$ cat src/rtl/rptr_ctrl_fwft_if.sv
// rptr_ctrl_fwft_if: read-side FIFO controller bus (pop/accept controls, write-pointer
// and memory inputs, pointer/flag/level/data outputs). master = consumer side, slave = controller.
`default_nettype none

interface rptr_ctrl_fwft_if #(
  parameter int ADDR_LEN = 8,
  parameter int DATA_W   = 32
);
  logic                rincr_i;
  logic                rready_i;
  logic                rclr_err_i;
  logic [ADDR_LEN:0]   w2rptr_sync_i;
  logic [DATA_W-1:0]   rdata_mem_i;
  logic [ADDR_LEN-1:0] fifo_raddr_o;
  logic [ADDR_LEN:0]   rptr_o;
  logic                rempty_o;
  logic                raempty_o;
  logic [ADDR_LEN:0]   rlevel_o;
  logic [DATA_W-1:0]   rdata_o;
  logic                rvalid_o;
  logic                runderflow_o;

  modport master (
    output rincr_i, rready_i, rclr_err_i, w2rptr_sync_i, rdata_mem_i,
    input  fifo_raddr_o, rptr_o, rempty_o, raempty_o, rlevel_o, rdata_o, rvalid_o, runderflow_o
  );

  modport slave (
    input  rincr_i, rready_i, rclr_err_i, w2rptr_sync_i, rdata_mem_i,
    output fifo_raddr_o, rptr_o, rempty_o, raempty_o, rlevel_o, rdata_o, rvalid_o, runderflow_o
  );
endinterface

`default_nettype wire

$ cat src/rtl/rptr_ctrl_fwft.sv
// rptr_ctrl_fwft: async-FIFO read-pointer controller with registered empty/almost-empty/level
// flags, sticky underflow and optional first-word-fall-through output register. Rev 1.0
`default_nettype none

module rptr_ctrl_fwft #(
  parameter int ADDR_LEN  = 8,
  parameter int DATA_W    = 32,
  parameter int AEMPTY_TH = 4,
  parameter int FWFT      = 0
) (
  input logic             rclk,
  input logic             rrst_n,
  rptr_ctrl_fwft_if.slave bus
);

  localparam int              PW          = ADDR_LEN + 1;
  localparam logic [PW-1:0]   c_aempty_th = PW'(AEMPTY_TH);

  logic [PW-1:0] r_rbin;
  logic [PW-1:0] r_rgray;
  logic [PW-1:0] r_rlevel;
  logic          r_rempty;
  logic          r_raempty;
  logic          r_runderflow;

  logic          w_pop;
  logic          w_rvalid;
  logic          w_underflow_set;
  logic [PW-1:0] w_rbin_next;
  logic [PW-1:0] w_rgray_next;
  logic [PW-1:0] w_wbin;
  logic [PW-1:0] w_level_next;

  // Gray-to-binary: bit i is the XOR of all Gray bits from i up to the MSB.
  always_comb begin
    w_wbin = '0;
    for (int i = 0; i < PW; i++) begin
      w_wbin[i] = ^(bus.w2rptr_sync_i >> i);
    end
  end

  always_comb begin
    if (FWFT != 0) begin
      w_pop           = !r_rempty && (!w_rvalid || bus.rready_i);
      w_underflow_set = bus.rready_i && !w_rvalid;
    end else begin
      w_pop           = bus.rincr_i && !r_rempty;
      w_underflow_set = bus.rincr_i && r_rempty;
    end
    w_rbin_next  = r_rbin + {{ADDR_LEN{1'b0}}, w_pop};
    w_rgray_next = (w_rbin_next >> 1) ^ w_rbin_next;
    w_level_next = w_wbin - w_rbin_next;
  end

  // Flags come from next-state pointers so they line up with the pointer update.
  always_ff @(posedge rclk or negedge rrst_n) begin
    if (!rrst_n) begin
      r_rbin       <= '0;
      r_rgray      <= '0;
      r_rlevel     <= '0;
      r_rempty     <= 1'b1;
      r_raempty    <= 1'b1;
      r_runderflow <= 1'b0;
    end else begin
      r_rbin    <= w_rbin_next;
      r_rgray   <= w_rgray_next;
      r_rlevel  <= w_level_next;
      r_rempty  <= (w_rgray_next == bus.w2rptr_sync_i);
      r_raempty <= (w_level_next <= c_aempty_th);
      if (w_underflow_set) begin
        r_runderflow <= 1'b1;
      end else if (bus.rclr_err_i) begin
        r_runderflow <= 1'b0;
      end
    end
  end

  assign bus.fifo_raddr_o = r_rbin[ADDR_LEN-1:0];
  assign bus.rptr_o       = r_rgray;
  assign bus.rempty_o     = r_rempty;
  assign bus.raempty_o    = r_raempty;
  assign bus.rlevel_o     = r_rlevel;
  assign bus.runderflow_o = r_runderflow;

  generate
    if (FWFT != 0) begin : g_fwft
      logic              r_rvalid;
      logic [DATA_W-1:0] r_rdata;

      always_ff @(posedge rclk or negedge rrst_n) begin
        if (!rrst_n) begin
          r_rvalid <= 1'b0;
          r_rdata  <= '0;
        end else if (w_pop) begin
          r_rvalid <= 1'b1;
          r_rdata  <= bus.rdata_mem_i;
        end else if (bus.rready_i && r_rvalid) begin
          r_rvalid <= 1'b0;
        end
      end

      assign w_rvalid     = r_rvalid;
      assign bus.rvalid_o = r_rvalid;
      assign bus.rdata_o  = r_rdata;
    end else begin : g_std
      assign w_rvalid     = !r_rempty;
      assign bus.rvalid_o = !r_rempty;
      assign bus.rdata_o  = bus.rdata_mem_i;
    end
  endgenerate

endmodule

`default_nettype wire

$ cat src/flat_wrapper.sv
// flat-port wrapper written by rule: the top's interface ports become plain ports
module rptr_ctrl_fwft_flat 
#(
  parameter int ADDR_LEN  = 8,
  parameter int DATA_W    = 32,
  parameter int AEMPTY_TH = 4,
  parameter int FWFT      = 0
)
  (rclk, rrst_n, bus_rincr_i, bus_rready_i, bus_rclr_err_i, bus_w2rptr_sync_i, bus_rdata_mem_i, bus_fifo_raddr_o, bus_rptr_o, bus_rempty_o, bus_raempty_o, bus_rlevel_o, bus_rdata_o, bus_rvalid_o, bus_runderflow_o);
  rptr_ctrl_fwft_if #(.ADDR_LEN(ADDR_LEN), .DATA_W(DATA_W)) bus_i ();
  input logic rclk;
  input logic rrst_n;
  input wire logic [$bits(bus_i.rincr_i)-1:0] bus_rincr_i;
  input wire logic [$bits(bus_i.rready_i)-1:0] bus_rready_i;
  input wire logic [$bits(bus_i.rclr_err_i)-1:0] bus_rclr_err_i;
  input wire logic [$bits(bus_i.w2rptr_sync_i)-1:0] bus_w2rptr_sync_i;
  input wire logic [$bits(bus_i.rdata_mem_i)-1:0] bus_rdata_mem_i;
  output wire logic [$bits(bus_i.fifo_raddr_o)-1:0] bus_fifo_raddr_o;
  output wire logic [$bits(bus_i.rptr_o)-1:0] bus_rptr_o;
  output wire logic [$bits(bus_i.rempty_o)-1:0] bus_rempty_o;
  output wire logic [$bits(bus_i.raempty_o)-1:0] bus_raempty_o;
  output wire logic [$bits(bus_i.rlevel_o)-1:0] bus_rlevel_o;
  output wire logic [$bits(bus_i.rdata_o)-1:0] bus_rdata_o;
  output wire logic [$bits(bus_i.rvalid_o)-1:0] bus_rvalid_o;
  output wire logic [$bits(bus_i.runderflow_o)-1:0] bus_runderflow_o;
  assign bus_i.rincr_i = bus_rincr_i;
  assign bus_i.rready_i = bus_rready_i;
  assign bus_i.rclr_err_i = bus_rclr_err_i;
  assign bus_i.w2rptr_sync_i = bus_w2rptr_sync_i;
  assign bus_i.rdata_mem_i = bus_rdata_mem_i;
  assign bus_fifo_raddr_o = bus_i.fifo_raddr_o;
  assign bus_rptr_o = bus_i.rptr_o;
  assign bus_rempty_o = bus_i.rempty_o;
  assign bus_raempty_o = bus_i.raempty_o;
  assign bus_rlevel_o = bus_i.rlevel_o;
  assign bus_rdata_o = bus_i.rdata_o;
  assign bus_rvalid_o = bus_i.rvalid_o;
  assign bus_runderflow_o = bus_i.runderflow_o;
  rptr_ctrl_fwft #(.ADDR_LEN(ADDR_LEN), .DATA_W(DATA_W), .AEMPTY_TH(AEMPTY_TH), .FWFT(FWFT)) u_core (.rclk(rclk), .rrst_n(rrst_n), .bus(bus_i));
endmodule
$ cat config.mk
export PLATFORM = sky130hd
export DESIGN_NAME = rptr_ctrl_fwft_flat
export DESIGN_NICKNAME = d
export VERILOG_FILES = /design/src/rtl/rptr_ctrl_fwft_if.sv /design/src/rtl/rptr_ctrl_fwft.sv /design/src/flat_wrapper.sv
export SDC_FILE = /design/constraint.sdc
export NUM_CORES = 1
export LEC_CHECK = 0
export ABC_CLOCK_PERIOD_IN_PS = 3400
export BUFFER_PORTS_ARGS = -buffer_cell sky130_fd_sc_hd__buf_2
export CORE_MARGIN = 1
export CORE_UTILIZATION = 41
export DETAILED_ROUTE_END_ITERATION = 8
export PLACE_DENSITY = 0.78
export SLEW_MARGIN = 20
export SYNTH_ARGS = -nofsm -noshare
export SYNTH_HDL_FRONTEND = slang
export SYNTH_SLANG_ARGS = --single-unit
$ cat constraint.sdc
create_clock -name rclk -period 3.4 [get_ports rclk]
set_clock_uncertainty 0.15 [all_clocks]
set_input_delay 0.34 -clock rclk [delete_from_list [all_inputs] [get_ports rclk]]
set_output_delay 0.34 -clock rclk [all_outputs]
set_load 0.1 [all_outputs]
# Yosys cells after proc, flatten, opt, wreduce, memory -nomap -nowiden
# Index checks and enable logic that the tools add are counted.
# Widths: inputs -> output; s select.
# word_totals
rom_bits,0
memories,0
ram_bits,0
reg_bits,30
wordCells,26
latchBits,0
# classes
n_mux,2
shifts,0
mul,0
n_div,0
bitwise,1
order_cmp,1
n_eq_ne,1
add_sub_neg,2
n_reduce_logical,13
# op_table
operator,n
$reduce_xor 9->1,9
$add 9x1->9,1
$eq 9x9->1,1
$le 9x3->1 const B,1
$sub 9x9->9,1
$xor 8x9->9,1
$logic_and 1x1->1,2
$mux 1,2
$reduce_bool 2->1,1
$logic_not 1->1,1

# Logic depth before layout (Yosys ltp)
# depth
depth_word,5
ltp_mapped,14

# Least setup slack after synthesis
# OpenSTA, ideal clock, no wires.
# synth_path
kind,input to register
from,input port bus_w2rptr_sync_i[7]
to,"register u_core.r_rlevel[7], in the netlist u_core.bus.rlevel_o[7]"
path_buffers,0
setup_ns,0.130
required_ns,3.120
path_slack_ns,-0.469
path_stages,13
t_arrival_ns,3.589
path_cell_list,xor3_4 xor2_2 xnor2_1 xor2_1 inv_1 ha_1 nor2b_1 o21a_1 o2111ai_1 or3b_2 a221oi_1 nor2_1 xor2_1
# synth_via
elab_chain_len,2
elab_cells_between_ends,9
# synth_rtl
element,line_no,rtl
start: declaration,flat_wrapper.sv:16,input wire logic [$bits(bus_i.w2rptr_sync_i)-1:0] bus_w2rptr_sync_i;
$reduce_xor 9->1,rptr_ctrl_fwft.sv:38,w_wbin[i] = ^(bus.w2rptr_sync_i >> i);
$sub 9x9->9 *,rptr_ctrl_fwft.sv:52,w_level_next = w_wbin - w_rbin_next;
named net u_core.w_level_next[7],rptr_ctrl_fwft.sv:32,logic [PW-1:0] w_level_next;
end signal: assignment,rptr_ctrl_fwft.sv:67,r_rlevel <= w_level_next;
end: declaration,rptr_ctrl_fwft.sv:21,logic [PW-1:0] r_rlevel;
# The timed path passes the listed nets; every way through them passes the cells marked *.
# A chain may end at the register's enable or synchronous reset.

# Worst setup path after layout
# layout_path
from,input port bus_w2rptr_sync_i[8]
to,"register u_core.r_raempty, in the netlist u_core.bus.raempty_o"
# layout_via
elab_chain_len,3
elab_cells_between_ends,11
# layout_rtl
element,line_no,rtl
$reduce_xor 9->1,rptr_ctrl_fwft.sv:38,
$sub 9x9->9 *,rptr_ctrl_fwft.sv:52,
named net u_core.w_level_next[4],rptr_ctrl_fwft.sv:32,
$le 9x3->1 *,rptr_ctrl_fwft.sv:69,r_raempty <= (w_level_next <= c_aempty_th);
end signal: assignment,rptr_ctrl_fwft.sv:69,
end: declaration,rptr_ctrl_fwft.sv:23,logic r_raempty;
# Marks and branches as above.

==> qor.csv <==
stage;metric;value;unit
routing;num_vias;1427;
setup_path;crit_family;XOR/XNOR gates;
die;initial_utilization;43.00;%
routing;routed_wl;3.787;mm
die;num_io_pins;108;
grt;grt.met3_usage;3.867;%
worst_hold_path;holdCritPathClass;in -> reg;
grt;grt_max_degree;30;
grt;grt_pass1_wl;6.237;mm
logic_synthesis;ys_warn_count;0;
cts;clock_latency;0.28;ns
routing;drc;0;
sta;slew_violations;0;
sta;hold_viol;0;
cts;cts_tree;yes;
sta;fin_crit;3.321;ns
grt;track_usage;15.79;%
placement;post-dp-hpwl;3.057;mm
logic_synthesis;ys_types;40;
logic_synthesis;seq_area_frac_synth;35.62;%
cts;cts_inserted_buffers;5;
final_layout;area_growth;19.09;%
final_layout;drive_above_1_share;39.42;%
logic_synthesis;synth-seq-cells;29;
routing;final_antenna_net_count;0;
final_layout;utilization;51.21;%
die;rows;25;
final_layout;final_common_cell;buf_2;
routing;wl_per_cell;12.30;µm
cts;htree_levels;2;
sta;holdWs;0.1058;ns
die;die_w;72.62;µm
final_layout;layout_common_cells;buf_2 (42), dfrtp_1 (27), buf_4 (26), xor2_1 (20), xnor2_1 (19);
setup_path;crit_path_max_incr_delay;0.53;ns
grt;grtUsageMet1;17.15;%
final_layout;nets;295;
final_layout;num-fill-cells;432;
final_layout;seqCellArea;728.2;µm²
routing;first_iter_violations;41;
setup_path;critPathKind;in -> reg;
die;die_h;72.62;µm
logic_synthesis;synth_area;0.002044;mm²
final_layout;n_antenna_cell;0;
setup_path;critPathMaxFanout;3;
sta;rsz0062_at_grt;true;
sta;period_share;97.68;%
cts;clockRootBuffer;clkbuf_8;
status;status;finished, final reports clean;
final_layout;multiInputGateArea;0.001061;mm²
routing;viasPerCell;4.633;
setup_path;cp_cell_sequence;buf_2 -> xor3_4 -> xor2_4 -> xnor2_2 -> xor2_2 -> xor2_1 -> ha_2 -> fa_1 -> inv_2 -> a221oi_4 -> mux2i_1 -> xnor2_1 -> a2111oi_2 -> and4bb_2;
logic_synthesis;syn_nets;252;
cts;clk_pin_slew_worst_paths;0.06;ns
grt;grt_pass1_vias;1461;
die;core;0.004755;mm²
sta;worst_slew_pin_slew;0.6799;ns
setup_path;endpoint_kind;flip-flop;
placement;globalplace.congestion;0.8921;
setup_path;arrival;3.40;ns
setup_path;cp_data_required_time;3.48;ns
routing;first_pass_iters;4;
placement;portBuffers;42;
grt;grtUsageMet2;27.10;%
setup_path;startpoint_type;primary input;
run;cap_viol_max_count;0;
sta;relSlewSlack;54.52;%
cts;cts.sinks;29;
grt;antenna_found_initial;0;
sta;setup_viol;0;
setup_path;critPathBufInv;2;
grt;grt_overflow_total;0;
cts;cts_max_path_buffers;2;
logic_synthesis;synth_area_per_cell;10.38;µm²
logic_synthesis;synthCells;197;
grt;grt_busiest_layer;met2;
die;die_area;0.005273;mm²
sta;max_freq;0.3011;GHz
setup_path;slowest_stage;xor3_4;
through the flow:
step	setup WS (ns)	area, µm²	TNS [ns]	cells
CTS	0.01012	2425	0	307
floorplan	-0.1684	2087	-0.3272	197
global placement	-0.2649	2325	-0.4516	298
finish	0.07887	2435	0	308
detailed placement	-0.4311	2325	-0.7645	298
global route	-0.1101	2435	-0.2054	308
cell type report:
class / instances / area share [%]
clock inverters: 2 / 0.4111
flip-flops and latches: 29 / 29.91
well taps: 67 / 3.443
multi-input cells: 118 / 43.58
inverters: 17 / 2.621
repair buffers: 69 / 17.06
clock buffers: 6 / 2.980
worst paths after layout:
kind                                               from                       to  slack, ns  cells past startpoint
worst max-delay path               bus_w2rptr_sync_i[8]     u_core.bus.raempty_o       0.08                     14
worst min-delay path                     bus_rclr_err_i  u_core.bus.runderflow_o       0.11                      2
worst max register to register      u_core.bus.rempty_o   u_core.bus.rlevel_o[7]       0.24                     12
worst min register to register  u_core.bus.runderflow_o  u_core.bus.runderflow_o       0.39                      2
max in group asynchronous                        rrst_n     u_core.bus.rptr_o[6]       2.23                      2
min in group asynchronous                        rrst_n         u_core.r_rbin[8]       0.46                      2
per-layer routing:
layer / wire, µm / vias to the layer above
li1: - / 700
met1: 1517 / 655
met2: 1905 / 53
met3: 190 / 19
met4: 174 / 0
met5: 0 / -
sequential cells by signal, indices dropped and copies added, names as in the netlist:
signal and flops:
u_core.bus.runderflow_o 1, u_core.bus.rempty_o 1, u_core.bus.rlevel_o 9, u_core.bus.rptr_o 8, u_core.bus.raempty_o 1, u_core.r_rbin 9
synthesized netlist by cell type (all sizes together):
master / instances / area [µm²]
o21bai: 1 / 7.510
nor2b: 2 / 12.51
nand2b: 1 / 6.260
dfstp: 2 / 52.55
xnor2: 21 / 183.9
nor3: 2 / 10.01
nand3: 6 / 30.03
o211ai: 1 / 7.510
a31o: 1 / 8.760
nand2: 9 / 33.78
o21ai: 3 / 15.01
and3: 3 / 18.77
dfrtp: 27 / 675.7
o31ai: 2 / 15.01
o2111ai: 1 / 8.760
fa: 1 / 20.02
ha: 8 / 100.1
xnor3: 1 / 23.77
mux2i: 2 / 20.02
a21oi: 2 / 10.01
o21ba: 1 / 10.01
a221oi: 2 / 35.04
or3b: 1 / 8.760
xor2: 22 / 200.2
a31oi: 2 / 12.51
a2111oi: 2 / 17.52
a21o: 1 / 7.510
and4bb: 1 / 12.51
inv: 17 / 63.81
xor3: 4 / 102.6
o21a: 2 / 15.01
nor2: 11 / 41.29
a211oi: 1 / 7.510
or3: 1 / 6.260
buf: 33 / 244.0
worst reg2reg max path: cells and delay by family, from the launching register on:
| family | cells | cell delay (ns) |
|---|---|---|
| AO/OA/AOI/OAI | 3 | 0.60 |
| XOR/XNOR | 1 | 0.14 |
| adder cells (fa/ha/maj) | 3 | 0.85 |
| buffers and inverters | 1 | 0.08 |
| flip-flops | 1 | 0.55 |
| AND/OR/NAND/NOR | 4 | 0.68 |
repair_timing:
action,4_1_cts,5_1_grt
setup buffers,0,1
resized for setup,3,1
hold buffers,1,0
setup endpoints to repair,1,2
pin swaps,0,2
endpoints found under the hold margin,27,0
kinds of logic (layout without fill, tap and decap cells):
family                     count (synthesis)  after routing  share of synthesized area, %
muxes                                      2              2                        0.9792
and+or+nand+nor                           37             37                         8.813
DFF                                       29             29                         35.62
adders and majority gates                  9              9                         5.875
buffers and inverters                     50             94                         15.05
xor gates and xnor gates                  48             48                         24.97
AOI/OAI and AO/OA                         22             22                         8.691
Power is not shown: default switching activity piles up to over one toggle a cycle in this logic, so the estimate is an artifact.
